## config.mk

```make
export PLATFORM = sky130hd
export DESIGN_NAME = mem_access_ctrl
export DESIGN_NICKNAME = d
export VERILOG_FILES = /design/src/rtl/mem_bus_pkg.sv /design/src/rtl/mem_req_arbiter.sv /design/src/rtl/mem_access_ctrl.sv
export SDC_FILE = /design/constraint.sdc
export NUM_CORES = 1
export LEC_CHECK = 0
export ABC_AREA = 1
export CAP_MARGIN = 10
export CORE_MARGIN = 1
export CORE_UTILIZATION = 46
export DETAILED_ROUTE_END_ITERATION = 8
export GPL_ROUTABILITY_DRIVEN = 0
export MAX_ROUTING_LAYER = met4
export PLACE_DENSITY = 0.79
export SLEW_MARGIN = 0
export SYNTH_ARGS = -nofsm -noshare
export SYNTH_HDL_FRONTEND = slang
export SYNTH_SLANG_ARGS = --single-unit
```

## constraint.sdc

```tcl
create_clock -name clk -period 2 [get_ports clk]
set_clock_uncertainty 0.15 [all_clocks]
set_input_delay 0.4 -clock clk [delete_from_list [all_inputs] [get_ports clk]]
set_output_delay 0.4 -clock clk [all_outputs]
set_load 0.05 [all_outputs]
```

## src/rtl/mem_bus_pkg.sv

```systemverilog
// Shared types and defaults for the RAM access controller and its arbiter.
package mem_bus_pkg;

  typedef enum logic [1:0] {
    ST_IDLE    = 2'd0,
    ST_ACCESS  = 2'd1,
    ST_RECOVER = 2'd2
  } state_t;

  typedef enum logic {
    PORT_FETCH = 1'b0,
    PORT_DATA  = 1'b1
  } port_t;

  localparam int unsigned MEM_DEPTH_DEF = 128;
  localparam int unsigned TIMEOUT_DEF   = 15;

endpackage

```

## src/rtl/mem_req_arbiter.sv

```systemverilog
// Fixed-priority 2:1 request selector: data port wins over instruction fetch.
module mem_req_arbiter
  import mem_bus_pkg::*;
#(
  parameter int unsigned ADDR_W = 8,
  parameter int unsigned DATA_W = 8
) (
  input  logic              enable,
  input  logic              fetch_req,
  input  logic [ADDR_W-1:0] fetch_addr,
  input  logic              data_req,
  input  logic              data_we,
  input  logic [ADDR_W-1:0] data_addr,
  input  logic [DATA_W-1:0] data_wdata,
  output logic              fetch_gnt,
  output logic              data_gnt,
  output logic              sel_valid,
  output port_t             sel_port,
  output logic              sel_we,
  output logic [ADDR_W-1:0] sel_addr,
  output logic [DATA_W-1:0] sel_wdata
);

  always_comb begin
    data_gnt  = enable & data_req;
    fetch_gnt = enable & fetch_req & ~data_req;
    sel_valid = enable & (data_req | fetch_req);
    if (data_req) begin
      sel_port  = PORT_DATA;
      sel_we    = data_we;
      sel_addr  = data_addr;
      sel_wdata = data_wdata;
    end else begin
      // Fetches are always reads; write data is a don't-care.
      sel_port  = PORT_FETCH;
      sel_we    = 1'b0;
      sel_addr  = fetch_addr;
      sel_wdata = '0;
    end
  end

endmodule

```

## src/rtl/mem_access_ctrl.sv

```systemverilog
// Sequences one RAM access at a time for the fetch and load/store ports,
// enforcing the en-low re-arm cycle, address range trap and ready timeout.
module mem_access_ctrl
  import mem_bus_pkg::*;
#(
  parameter int unsigned ADDR_W    = 8,
  parameter int unsigned DATA_W    = 8,
  parameter int unsigned MEM_DEPTH = MEM_DEPTH_DEF,
  parameter int unsigned TIMEOUT   = TIMEOUT_DEF
) (
  input  logic              clk,
  input  logic              rst_n,
  input  logic              fetch_req,
  input  logic [ADDR_W-1:0] fetch_addr,
  output logic              fetch_gnt,
  output logic              fetch_valid,
  output logic [DATA_W-1:0] fetch_data,
  input  logic              data_req,
  input  logic              data_we,
  input  logic [ADDR_W-1:0] data_addr,
  input  logic [DATA_W-1:0] data_wdata,
  output logic              data_gnt,
  output logic              data_valid,
  output logic [DATA_W-1:0] data_rdata,
  output logic              mem_en,
  output logic              mem_read,
  output logic              mem_write,
  output logic [ADDR_W-1:0] mem_address,
  output logic [DATA_W-1:0] mem_wdata,
  input  logic [DATA_W-1:0] mem_rdata,
  input  logic              mem_ready,
  output logic              busy,
  output logic              err
);

  localparam logic [ADDR_W:0] DEPTH_LIM = (ADDR_W+1)'(MEM_DEPTH);
  localparam logic [7:0]      TMO_LAST  = 8'(TIMEOUT - 1);

  state_t            state;
  port_t             cur_port;
  logic              cur_we;
  logic [7:0]        tmo_cnt;

  logic              sel_valid;
  port_t             sel_port;
  logic              sel_we;
  logic [ADDR_W-1:0] sel_addr;
  logic [DATA_W-1:0] sel_wdata;
  logic              in_range;

  mem_req_arbiter #(
    .ADDR_W (ADDR_W),
    .DATA_W (DATA_W)
  ) u_arb (
    .enable     (state == ST_IDLE),
    .fetch_req  (fetch_req),
    .fetch_addr (fetch_addr),
    .data_req   (data_req),
    .data_we    (data_we),
    .data_addr  (data_addr),
    .data_wdata (data_wdata),
    .fetch_gnt  (fetch_gnt),
    .data_gnt   (data_gnt),
    .sel_valid  (sel_valid),
    .sel_port   (sel_port),
    .sel_we     (sel_we),
    .sel_addr   (sel_addr),
    .sel_wdata  (sel_wdata)
  );

  assign in_range = {1'b0, sel_addr} < DEPTH_LIM;
  assign busy     = (state != ST_IDLE);

  always_ff @(posedge clk or negedge rst_n) begin
    if (!rst_n) begin
      state       <= ST_IDLE;
      cur_port    <= PORT_FETCH;
      cur_we      <= 1'b0;
      tmo_cnt     <= '0;
      mem_en      <= 1'b0;
      mem_read    <= 1'b0;
      mem_write   <= 1'b0;
      mem_address <= '0;
      mem_wdata   <= '0;
      fetch_valid <= 1'b0;
      fetch_data  <= '0;
      data_valid  <= 1'b0;
      data_rdata  <= '0;
      err         <= 1'b0;
    end else begin
      fetch_valid <= 1'b0;
      data_valid  <= 1'b0;
      err         <= 1'b0;
      case (state)
        ST_IDLE: begin
          if (sel_valid) begin
            cur_port <= sel_port;
            cur_we   <= sel_we;
            if (in_range) begin
              mem_en      <= 1'b1;
              mem_read    <= ~sel_we;
              mem_write   <= sel_we;
              mem_address <= sel_addr;
              mem_wdata   <= sel_wdata;
              tmo_cnt     <= '0;
              state       <= ST_ACCESS;
            end else begin
              // Out-of-range: complete immediately with an error, RAM untouched.
              err <= 1'b1;
              if (sel_port == PORT_DATA) begin
                data_valid <= 1'b1;
                data_rdata <= '0;
              end else begin
                fetch_valid <= 1'b1;
                fetch_data  <= '0;
              end
              state <= ST_RECOVER;
            end
          end
        end
        ST_ACCESS: begin
          if (mem_ready) begin
            mem_en    <= 1'b0;
            mem_read  <= 1'b0;
            mem_write <= 1'b0;
            if (cur_port == PORT_DATA) begin
              data_valid <= 1'b1;
              if (!cur_we) data_rdata <= mem_rdata;
            end else begin
              fetch_valid <= 1'b1;
              fetch_data  <= mem_rdata;
            end
            state <= ST_RECOVER;
          end else if (tmo_cnt == TMO_LAST) begin
            mem_en    <= 1'b0;
            mem_read  <= 1'b0;
            mem_write <= 1'b0;
            err       <= 1'b1;
            if (cur_port == PORT_DATA) begin
              data_valid <= 1'b1;
              data_rdata <= '0;
            end else begin
              fetch_valid <= 1'b1;
              fetch_data  <= '0;
            end
            state <= ST_RECOVER;
          end else begin
            tmo_cnt <= tmo_cnt + 8'd1;
          end
        end
        ST_RECOVER: state <= ST_IDLE;
        default:    state <= ST_IDLE;
      endcase
    end
  end

endmodule

```

* After elaboration in Yosys (flattened, before gate mapping)
Cells that the tools add are included.
** Storage, ports and cells
- Input port bits :: 38
- Logic and storage cells :: 107
- Register bits after elaboration :: 50
- Output and inout port bits :: 41
** Cells by class
- Bitwise logic cells :: 7
- Reduce and logical (&&, ||, !) cells :: 10
- Add/subtract/negate cells :: 1
- Muxes and demuxes :: 61
- Eq/ne operators :: 13
- $lt $le $gt $ge :: 1
** Operators with widths (count)
- 8-bit two-way mux :: 21
- 8-bit case mux with 2 select lines :: 3
- 1-bit two-way mux :: 26
- 2-bit != test (second input constant) :: 9
- 1-bit case mux with 2 select lines :: 6
- 8-bit by 1-bit adder with 8-bit output (second input constant) :: 1
- 8-bit by 4-bit == test with 1-bit output (second input constant) :: 1
- 8-bit less-than comparator (second input constant) :: 1
- 2-bit two-way mux :: 4
- 7-bit AND reduction :: 1
- 3-bit != test (second input constant) :: 2
- 6-bit AND reduction :: 1
- 5-bit AND reduction :: 1
- 1-bit AND :: 4
- 2-bit case mux with 2 select lines :: 1
- 2-bit AND reduction :: 2
- 4-bit AND reduction :: 1
- 2-bit nonzero test :: 2
- 3-bit AND reduction :: 1
- 2-bit by 1-bit == test with 1-bit output (second input constant) :: 1
- 2-bit logical NOT :: 1
- 1-bit NOT :: 2
- 1-bit bitwise OR :: 1

* Depth between registers and ports, before layout
- Depth after elaboration :: 5
- Depth in mapped cells :: 10
- Mapped depth without buffers :: 10

* Modules after synthesis
Synthesis repeated with hierarchy kept, for this count alone.
** Second synthesis, totals
- Cells, all modules :: 338
- Area, all modules :: 2537.4 um^2
** By module, submodules not included
- mem_access_ctrl :: sequential area each 1251.2 um^2, instances 1, cells each 287, area an instance 2328.5 um^2
- mem_req_arbiter :: sequential area each 0.0 um^2, instances 1, cells each 51, area an instance 209.0 um^2

* Least setup slack after synthesis
Ideal clock, no wire load.
- Path kind :: reg-to-reg
- Start :: reg state[1]
- End :: reg fetch_data[0]
- Buffers on the path :: 0
- Data arrival time :: 1.747 ns
- Required time :: 1.783 ns
- Period minus slack after synthesis :: 1.964 ns
- Slack :: 0.036 ns
- Cell stages (with the launch flop) :: 8
- Library setup time :: 0.067 ns
- Cell sequence :: dfrtp_1 -> nor2_4 -> inv_2 -> nor3_4 -> nand2_2 -> nand2_4 -> nand2_1 -> nand2_1
** Between the ends
- Longest elaborated chain between the ends :: 4
** Ends and longest elaborated chain
- start: declaration :: RTL line mem_access_ctrl.sv:39 : state_t state;
- start signal: assignment :: RTL line mem_access_ctrl.sv:76 : state <= ST_IDLE;
- start signal: assignment :: RTL line mem_access_ctrl.sv:106 : state <= ST_ACCESS;
- start signal: assignment :: RTL line mem_access_ctrl.sv:117 : state <= ST_RECOVER;
- 2-bit logical NOT :: RTL line mem_access_ctrl.sv:55, mem_access_ctrl.sv:94
- 1-bit AND :: RTL line mem_req_arbiter.sv:27 : sel_valid = enable & (data_req | fetch_req);
- 2-bit != test (no source line)
- 6-bit AND reduction (no source line)
- end signal: assignment :: RTL line mem_access_ctrl.sv:131 : fetch_data <= mem_rdata;
- end: declaration :: RTL line mem_access_ctrl.sv:17 : output logic [DATA_W-1:0] fetch_data,
Several ways; a longest one is shown, not always the timed one.
A chain may end at the register's enable or synchronous reset.

* Worst setup path in the final report
- Start :: in data_req
- End :: out data_gnt
** Between the ends
- Longest elaborated chain between the ends :: 1
** Ends and longest elaborated chain
- start: declaration :: RTL line mem_access_ctrl.sv:18 : input logic data_req,
- 1-bit AND :: RTL line mem_req_arbiter.sv:25 : data_gnt = enable & data_req;
- end: declaration :: RTL line mem_access_ctrl.sv:22 : output logic data_gnt,
No other way between the ends.

==> metrics.txt <==
Critical Path Source=data_req; first-pass GRT wire length=9073 um; CTS clk-pin slew, worst paths=0.09 ns; Syn Nets=328; Reg2Reg Depth=9; detailed placer's ending HPWL=4088 um; CP bufs+invs=4; # setup viols final=0; vias post-DR=2170; worst slack at placement=-0.08449 ns; RSZ-0062 raised after global routing=no; CTS tree=yes; FMAX=0.5144 GHz; Req. time, crit path=1.45 ns; Die Y=75.72 um; number of distinct library cells after synthesis=34; DIE WIDTH=75.72 um; Nets=420; Vias/cell=4.812; diode count=0; status=finished clean; crit-path cells=clkdlybuf4s50_1 > buf_4 > nand2_2 > inv_2 > buf_12; leakage=1.810 nW; Max Slew Vio Count=0; Levels on crit path=5; delay-heaviest family, CP=buffers and inverters; gr ovfl total=0; Hold Path Depth=2; Detailed Route WL=5690 um; Total Power=0.005833 W; final worst path period share=97.20%; Setup CP Type=primary input to output port; clock buffer depth=2; Starting Density=48.33%; hold_ws=0.3268 ns; core area=0.005172 mm2; #FFs+latches synth=50; WP data arrival=1.39 ns; Final Hold Vio Count=0; Synth warnings=0; CTS Buf Count=5; detail-routed net length per standard cell=12.62 um; Max Fanout on Critical Path=4; power density over the cells=1661 mW/mm2; die footprint=0.005734 mm2; Rows=26; Max-Cap Viols=0; post-layout min period=1.944 ns; startpoint types=primary input; root buf cell=clkbuf_8; clock net sink count=50; First DRT Iteration DRCs=84; drt drc=0; CP max stage delay=0.50 ns; HP Class=flip-flop to flip-flop; synthesized cell area=0.002500 mm2; number of I/O pins=79; hold_sp=mem_read; # H-tree levels=2; Avg Inst Size Synth=8.680 um2; clk_lat worst skew=0.31 ns; Port Buf Inserts=78; synth-to-layout area growth=40.49%; gr usage total=21.80%; Reg-to-Reg Start=tmo_cnt[0]; post-route worst setup slack=0.05608 ns; post-layout util=67.90%; share of layout cells above drive strength 1=27.30%; slew margin rel.=82.04%; antenna-violating nets left=0; register area share after synthesis=50.05%; vias in the first global route=1996; Peak VDD IR=0.6977 mV; initial antenna violation count=0; setup TNS=0 ns; fill count=423; Critical Path Sink Type=output port; Critical-path top delay cell=clkdlybuf4s50_1; largest net degree at the start of global routing=51; worst-margin pin slew=0.2694 ns; iteration count of the initial detailed-routing pass=4; Post-Synthesis Cells=288
[path summary, 6_finish.rpt]
check | slack, ns | end
worst max-delay path | 0.06 | data_gnt
worst min-delay path | 0.33 | mem_read
worst max register to register | 0.25 | mem_read
worst min register to register | 0.33 | mem_read
max in group asynchronous | 1.01 | state[1]
min in group asynchronous | 0.45 | mem_address[4]
[what timing repair did]
item	CTS	global route
buffers inserted	1	1
gates cloned	0	0
setup endpoints to repair	2	2
resized for setup	3	0
hold endpoints to repair	50	0
hold buffers	1	0
pin swaps	2	1
[state kept, by name, summed over array words and instances (netlist names), 2 cells and up]
register     flops
data_rdata       8
tmo_cnt          8
fetch_data       8
state            2
mem_address      8
mem_wdata        8
[cell type report]
cell class	instances	area, um2	area share [%]
Clock buffer	5	68.82	1.959
Clock inverter	3	68.82	1.959
Inverter	19	76.32	2.173
Multi-Input combinational cell	210	1100	31.31
Sequential cell	50	1252	35.66
Tap cell	70	87.58	2.494
Timing Repair Buffer	94	858.3	24.44
[where the power goes]
group / internal, W / switching (W) / total [W] / leakage, nW
Clock: 0.000501 / 0.000346 / 0.000847 / 0.0683
Combinational: 0.00105 / 0.00228 / 0.00333 / 1.08
Sequential: 0.00141 / 0.000248 / 0.00166 / 0.659
[layout by cell type (no fill, tap or decap), drive strengths merged]
cell type / n
a21o: 1
a21oi: 4
buf: 57
bufinv: 2
clkbuf: 5
clkdlybuf4s50: 36
clkinv: 1
dfrtp: 50
dlygate4sd3: 1
ha: 2
inv: 19
nand2: 112
nand3: 37
nand3b: 2
nand4: 2
nor2: 22
nor3: 2
o211ai: 7
o21ai: 9
o22ai: 1
or2: 7
xor2: 2
[per-stage QoR]
| stage | instance area (um2) | instances |
|---|---|---|
| after floorplan | 2500 | 288 |
| after global placement | 3346 | 440 |
| after detailed placement | 3346 | 440 |
| after CTS | 3505 | 450 |
| after global routing | 3512 | 451 |
| final | 3512 | 451 |
[logic make-up (layout without fill, tap and decap cells)]
kind of cell | after synthesis | count (layout) | synth area share, %
AND/OR/NAND/NOR | 184 | 184 | 35.68
flip-flops | 50 | 50 | 50.05
buffers and inverters | 28 | 121 | 6.056
AO/OA/AOI/OAI | 22 | 22 | 6.507
adder cells (fa/ha/maj) | 2 | 2 | 1.001
XOR/XNOR | 2 | 2 | 0.7008
[synthesized netlist by cell type (all sizes together)]
cell type	count	area (um2)
a21o	1	7.510
a21oi	4	35.04
buf	6	63.81
clkbuf	3	11.26
dfrtp	50	1251
ha	2	25.02
inv	19	76.32
nand2	112	460.4
nand3	37	220.2
nand3b	2	15.01
nand4	2	12.51
nor2	22	118.9
nor3	2	21.27
o211ai	7	57.55
o21ai	9	56.31
o22ai	1	6.260
or2	7	43.79
xor2	2	17.52
[metal layers]
metal,routed length [um],global-route usage (%)
met5,0,-
met1,2586,27.13
met2,2525,34.82
met3,466,5.159
met4,111,7.819
[tightest hold or removal path, cell delays in order, from the launching register on]
cell and delay (ns):
dfrtp_1 0.35, nand2_1 0.05, nand2_1 0.05
Note: power is estimated with default switching activity, not from simulation.
